===== src/rtl/tx.sv =====
// UART transmitter: 8N1/8N2 frames, LSB first, idle-high line.
// A one-byte holding register lets the next byte queue so back-to-back frames have no gap.
module tx #(
  parameter int BAUD_DIV  = 16,
  parameter int STOP_BITS = 1
) (
  input  logic       i_clk,
  input  logic       i_rst,
  input  logic [7:0] i_data,
  input  logic       i_wr,
  output logic       o_ready,
  output logic       o_busy,
  output logic       o_done,
  output logic       o_tx
);

  typedef enum logic [1:0] {IDLE, START, DATA, STOP} state_t;

  localparam logic [15:0] BAUD_LAST = 16'(BAUD_DIV - 1);
  localparam logic        STOP_LAST = (STOP_BITS == 2);

  state_t      state, state_next;
  logic [7:0]  hold_data, hold_data_next;
  logic        hold_full, hold_full_next;
  logic [7:0]  shifter, shifter_next;
  logic [15:0] baud_cnt, baud_cnt_next;
  logic [2:0]  bit_idx, bit_idx_next;
  logic        stop_idx, stop_idx_next;
  logic        tx_next, done_next;
  logic        wr_acc, baud_wrap;

  always_comb begin
    state_next     = state;
    hold_data_next = hold_data;
    hold_full_next = hold_full;
    shifter_next   = shifter;
    bit_idx_next   = bit_idx;
    stop_idx_next  = stop_idx;
    tx_next        = o_tx;
    done_next      = 1'b0;
    wr_acc         = i_wr && o_ready;
    baud_wrap      = (baud_cnt == BAUD_LAST);
    baud_cnt_next  = baud_wrap ? 16'd0 : baud_cnt + 16'd1;

    if (wr_acc) begin
      hold_data_next = i_data;
      hold_full_next = 1'b1;
    end

    case (state)
      IDLE: begin
        tx_next       = 1'b1;
        baud_cnt_next = 16'd0;
        if (hold_full) begin
          shifter_next   = hold_data;
          hold_full_next = 1'b0;
          state_next     = START;
          tx_next        = 1'b0;
        end
      end
      START: begin
        if (baud_wrap) begin
          state_next   = DATA;
          bit_idx_next = 3'd0;
          tx_next      = shifter[0];
        end
      end
      DATA: begin
        if (baud_wrap) begin
          if (bit_idx == 3'd7) begin
            state_next    = STOP;
            stop_idx_next = 1'b0;
            tx_next       = 1'b1;
          end else begin
            bit_idx_next = bit_idx + 3'd1;
            shifter_next = {1'b0, shifter[7:1]};
            tx_next      = shifter[1];
          end
        end
      end
      STOP: begin
        if (baud_wrap) begin
          if (stop_idx == STOP_LAST) begin
            done_next = 1'b1;
            // A queued byte starts its start bit on this same edge: no idle gap.
            if (hold_full) begin
              shifter_next   = hold_data;
              hold_full_next = 1'b0;
              state_next     = START;
              tx_next        = 1'b0;
            end else begin
              state_next = IDLE;
              tx_next    = 1'b1;
            end
          end else begin
            stop_idx_next = 1'b1;
          end
        end
      end
      default: state_next = IDLE;
    endcase
  end

  always_ff @(posedge i_clk) begin
    if (i_rst) begin
      state     <= IDLE;
      hold_data <= 8'd0;
      hold_full <= 1'b0;
      shifter   <= 8'd0;
      baud_cnt  <= 16'd0;
      bit_idx   <= 3'd0;
      stop_idx  <= 1'b0;
      o_tx      <= 1'b1;
      o_ready   <= 1'b0;
      o_busy    <= 1'b0;
      o_done    <= 1'b0;
    end else begin
      state     <= state_next;
      hold_data <= hold_data_next;
      hold_full <= hold_full_next;
      shifter   <= shifter_next;
      baud_cnt  <= baud_cnt_next;
      bit_idx   <= bit_idx_next;
      stop_idx  <= stop_idx_next;
      o_tx      <= tx_next;
      o_ready   <= !hold_full_next;
      o_busy    <= (state_next != IDLE) || hold_full_next;
      o_done    <= done_next;
    end
  end

endmodule


===== config.mk =====
export PLATFORM = sky130hd
export DESIGN_NAME = tx
export DESIGN_NICKNAME = d
export VERILOG_FILES = /design/src/rtl/tx.sv
export SDC_FILE = /design/constraint.sdc
export NUM_CORES = 1
export LEC_CHECK = 0
export ABC_AREA = 1
export BUFFER_PORTS_ARGS = -buffer_cell sky130_fd_sc_hd__clkbuf_2
export CORE_ASPECT_RATIO = 1.75
export CORE_MARGIN = 3
export CORE_UTILIZATION = 56
export CTS_BUF_LIST = sky130_fd_sc_hd__clkbuf_8
export CTS_CLUSTER_SIZE = 24
export DETAILED_ROUTE_END_ITERATION = 8
export PLACE_DENSITY = 0.74
export SYNTH_ARGS = -nofsm -noshare
export SYNTH_HDL_FRONTEND = slang
export SYNTH_SLANG_ARGS = --single-unit

===== constraint.sdc =====
create_clock -name i_clk -period 2.84 [get_ports i_clk]
set_input_delay 0.142 -clock i_clk [delete_from_list [all_inputs] [get_ports i_clk]]
set_output_delay 0.142 -clock i_clk [all_outputs]
set_load 0.01 [all_outputs]

# --- After elaboration in Yosys (flattened, before gate mapping) ---
# Index checks and enable logic that the tools add are counted.
totals:
  reg_bits: 43
  in_bits: 11
  out_inout_bits: 4
  elab_cells: 76
classes:
  add_sub_neg: 2
  eq_ne: 11
  muxes: 36
  bitwise_logic: 2
  n_reduce_logical: 14
ops:
  columns: ["cell", "count"]
  rows:
  - ["2-to-1 mux 8 bit", 5]
  - ["case mux 8 bit (3 select lines)", 1]
  - ["adder 16 x 1 -> 16 bit (second input constant)", 1]
  - ["== test 16 x 4 -> 1 bit (second input constant)", 1]
  - ["2-to-1 mux 1 bit", 16]
  - ["2-to-1 mux 2 bit", 6]
  - ["inequality test 2 bit (second input constant)", 6]
  - ["AND reduction 4 bit", 3]
  - ["2-to-1 mux 3 bit", 3]
  - ["case mux 2 bit (4 select lines)", 1]
  - ["case mux 3 bit (2 select lines)", 1]
  - ["nonzero test 2 bit", 3]
  - ["OR reduction 3 bit", 2]
  - ["AND reduction 5 bit", 1]
  - ["== test 2 bit (second input constant)", 2]
  - ["case mux 1 bit (2 select lines)", 2]
  - ["case mux 1 bit (4 select lines)", 1]
  - ["adder 3 x 1 -> 3 bit (second input constant)", 1]
  - ["== test 3 bit (second input constant)", 1]
  - ["nonzero test 3 bit", 1]
  - ["== test 2 x 1 -> 1 bit (second input constant)", 1]
  - ["logical NOT 2 bit", 1]
  - ["NOT 1 bit", 2]
  - ["logical AND 1 bit", 1]
  - ["other kinds (2)", 2]

# --- Longest topological paths before layout ---
logic_depth:
  ltp_word: 7
  ltp_mapped: 13
  ltp_nobuf: 12

# --- Least setup slack after synthesis ---
# No wires, ideal clock.
synth_path:
  kind: "flip-flop to flip-flop"
  start: "register state[0]"
  end: "register shifter[7]"
  setup_time_ns: 0.127
  t_arrival_ns: 1.495
  required_ns: 2.713
  setup_slack_ns: 1.218
  path_stages_with_launch: 10
  path_buffers: 2
  synth_period_minus_slack_ns: 1.622
  path_cell_list: "dfxtp_1 inv_1 ha_1 buf_4 inv_1 a211oi_2 nand3_4 buf_6 a21oi_2 nor3_2"
synth_via:
  elab_chain_cells: 3
  word_cells_on_any_way: 10
  cone_classes: "eq/ne: 6; mux: 1; reduce/logical: 3"
synth_rtl:
  columns: ["item", "line", "source"]
  rows:
  - ["from (decl)", "22", "state_t state, state_next;"]
  - ["from (signal assigned)", "118", "state <= state_next;"]
  - ["== test 2 bit or logical NOT 2 bit (tied branches)", "50", "case (state)"]
  - ["inequality test 2 bit (no source line) or nonzero test 3 bit (tied branches)", null, null]
  - ["AND reduction 5 bit (no source line)", null, null]
  - ["to (signal assigned)", "121", "shifter <= shifter_next;"]
  - ["to (decl)", "25", "logic [7:0] shifter, shifter_next;"]
# Several ways; a longest one is shown, not always the timed one.
# A chain may end at the register's enable or synchronous reset.

# --- Worst setup path in the final report ---
layout_path:
  start: "register state[0]"
  end: "register shifter[1]"
# Same word-level chain as after synthesis.

==> impl_metrics.toml <==
[route]
drt_pass1_iterations = 4
vias = 1704
drc = 0
drt-total-wl_um = 3731
postRouteAntennaNets = 0
first_iter_violations = 23
wl_per_cell_um = 11.10
via_per_inst = 5.071

[synth]
yosysWarningCount = 0
yosysUniqueCellTypes = 38
seq_area_frac_synth_pct = 41.13
synth_seq_cells = 42
syn_area_um2 = 2044
synth_fp_nets = 293
netlist_top_cells_area = "dfxtp_1 (41%), nand2_1 (8.1%), inv_1 (7.0%)"
postSynth.asyncResetShare_pct = 0
yosysTopAreaCell = "dfxtp_1"
synth_edf_count = 0
syn_avg_cell_area_um2 = 7.434
synth_cells = 275
ys.flop_type = "dfxtp_1"
synth_top_area_share_pct = 41.13

[timing]
setup_tns_ns = 0
rsz0062_at_grt = "no"
slew-limit-headroom_pct = 65.95
period_needed_ns = 1.835
hold_viol = 0
fmax_mhz = 544.9
fin_skew_ns = 0.004290
setup_viol = 0
finalCritPeriodShare_pct = 64.61
tightest_slew_ns = 0.5095
final_max_slew_viol_count = 0

[floorplan]
top_level_ports = 15
fp.coreArea_um2 = 3433
die_h_um = 85.93
start_util_pct = 59.55
row_count = 28
die-width_um = 51.68
die_area_um2 = 4440

[setup_path]
cp_data_required_time_ns = 3.02
critPathKind = "flop to flop"
startpoint = "state[0]"
end_kind = "flop"
r2r_slack_ns = 1.00
worstReg2RegEnd = "shifter[1]"
reg2regPathDepth = 9
path_max_fanout = 18
crit_path_end = "shifter[1]"
worstPathArrival_ns = 2.02
r2r-start = "state[0]"
start_kind = "flop"

[worst_hold_path]
holdCritStartpoint = "i_data[7]"
min_path_type = "input port to flop"

[global_route]
groute.usage.overall_pct = 19.38
grt_max_degree = 20
grt_pass1_vias = 1668
antenna_found_initial = 0
grt_pass1_wl_um = 6651
overflow = 0

[clock_tree]
cts_hold_buf = 0
post_cts_buffers = 0
clockBufferDepth = 2
cts_made_buffers = 5
cts_resized = 0
clkSlewWorstSetupHoldPaths_ns = 0.08
worstSkewPairLatency_ns = 0.29
cts_max_level = 2
clock-sinks = 42
ctsRootBufferMaster = "clkbuf_8"
cts_tree = "yes"

[placement]
gp_congestion = 0.7876
place_area_um2 = 2140
dp_hpwl_um = 2890
portBuffers = 14

[outcome]
outcome = "finished, final reports clean"

[layout]
drive_gt1_share_pct = 14.43
final_area_um2 = 2230
final_nets = 308
synthToLayoutAreaGrowth_pct = 9.058
num_antenna_cells = 0
postLayoutCoreUtil_pct = 64.94

[power]
leakage_nw = 0.9283
max-vdd-ir-drop_v = 0.0005442
p_per_area_nw_per_um2 = 647.8

[job]
drv_cap = 0
## critical path, stage by stage, from the launching register on
cell,delay (ns)
dfxtp_1,0.39
inv_1,0.10
ha_1,0.21
buf_4,0.20
nand2_1,0.07
inv_1,0.06
a211oi_2,0.22
nand3_4,0.21
o21ai_0,0.22
a21oi_1,0.06
## kinds of logic after synthesis
logic type	after synthesis	synth area share (%)
fa+ha+maj	7	4.284
buf+inv	46	9.057
xor+xnor	3	1.285
simple gates	116	27.11
compound gates	61	17.14
flops	42	41.13
## metal layers
layer	vias up	GRT usage (%)	part of all wire, %
li1	919	-	-
met1	755	19.57	41
met2	24	36.43	54
met3	6	4.348	3.1
met4	0	8.115	1.8
met5	-	0	0
## registers in the layout, indices dropped and copies added (netlist names)
register   count
hold_data      8
hold_full      1
o_busy         1
baud_cnt      16
state          2
bit_idx        3
o_done         1
o_ready        1
o_tx           1
shifter        8
## power by group
| group | total [mW] | switching, mW | internal [mW] |
|---|---|---|---|
| Sequential | 0.708 | 0.0429 | 0.665 |
| Combinational | 0.355 | 0.225 | 0.130 |
| Clock | 0.381 | 0.209 | 0.173 |
## cell usage after synthesis (4+ instances only)
cell / instances
nand2_1: 44
dfxtp_1: 42
inv_1: 38
nor2_1: 38
o21ai_0: 23
a21oi_1: 22
ha_1: 7
nand3_1: 7
nand4_1: 5
clkbuf_1: 4
nand2_2: 4
o21a_1: 4
## area by class of cell
cell class | instances | area, um2
clock buffers | 5 | 68.82
clock inverters | 3 | 21.27
fillers | 343 | 1204
inverters | 39 | 146.4
multi-input cells | 187 | 1018
flip-flops and latches | 42 | 840.8
well taps | 45 | 56.30
repair buffers | 15 | 77.57
## worst min path at each step
stage / endpoint / cells after the start
after floorplan: hold_data[4] / 2
final: hold_data[7] / 3
after global placement: hold_data[7] / 3
after global routing: hold_data[2] / 3
after detailed placement: hold_data[7] / 3
after CTS: hold_data[7] / 3
## placed cells by master (no fill, tap or decap), drive strengths merged
| cell | n |
|---|---|
| xor2 | 2 |
| a211oi | 2 |
| o21ai | 26 |
| nor2 | 41 |
| o211ai | 2 |
| o21a | 4 |
| nor3b | 3 |
| nand4 | 5 |
| or2 | 2 |
| nor3 | 5 |
| buf | 1 |
| nand2 | 49 |
| ha | 7 |
| nand3 | 10 |
| a21oi | 24 |
| nor4 | 1 |
| dfxtp | 42 |
| clkinvlp | 1 |
| clkinv | 3 |
| inv | 38 |
| o31ai | 1 |
| clkbuf | 19 |
| xnor2 | 1 |
| a31oi | 2 |
## stage by stage
step	power (mW)	worst slack (ns)	hold slack, ns	instances
2_1_floorplan	0.9983	1.218	0.3087	275
3_3_place_gp	1.072	1.061	0.3913	328
3_5_place_dp	1.079	1.030	0.4040	328
4_1_cts	1.459	1.018	0.09796	336
5_1_grt	1.549	0.8175	0.1402	336
6_report	1.444	1.005	0.09719	336
No activity file was read; power rests on OpenSTA's default activity.
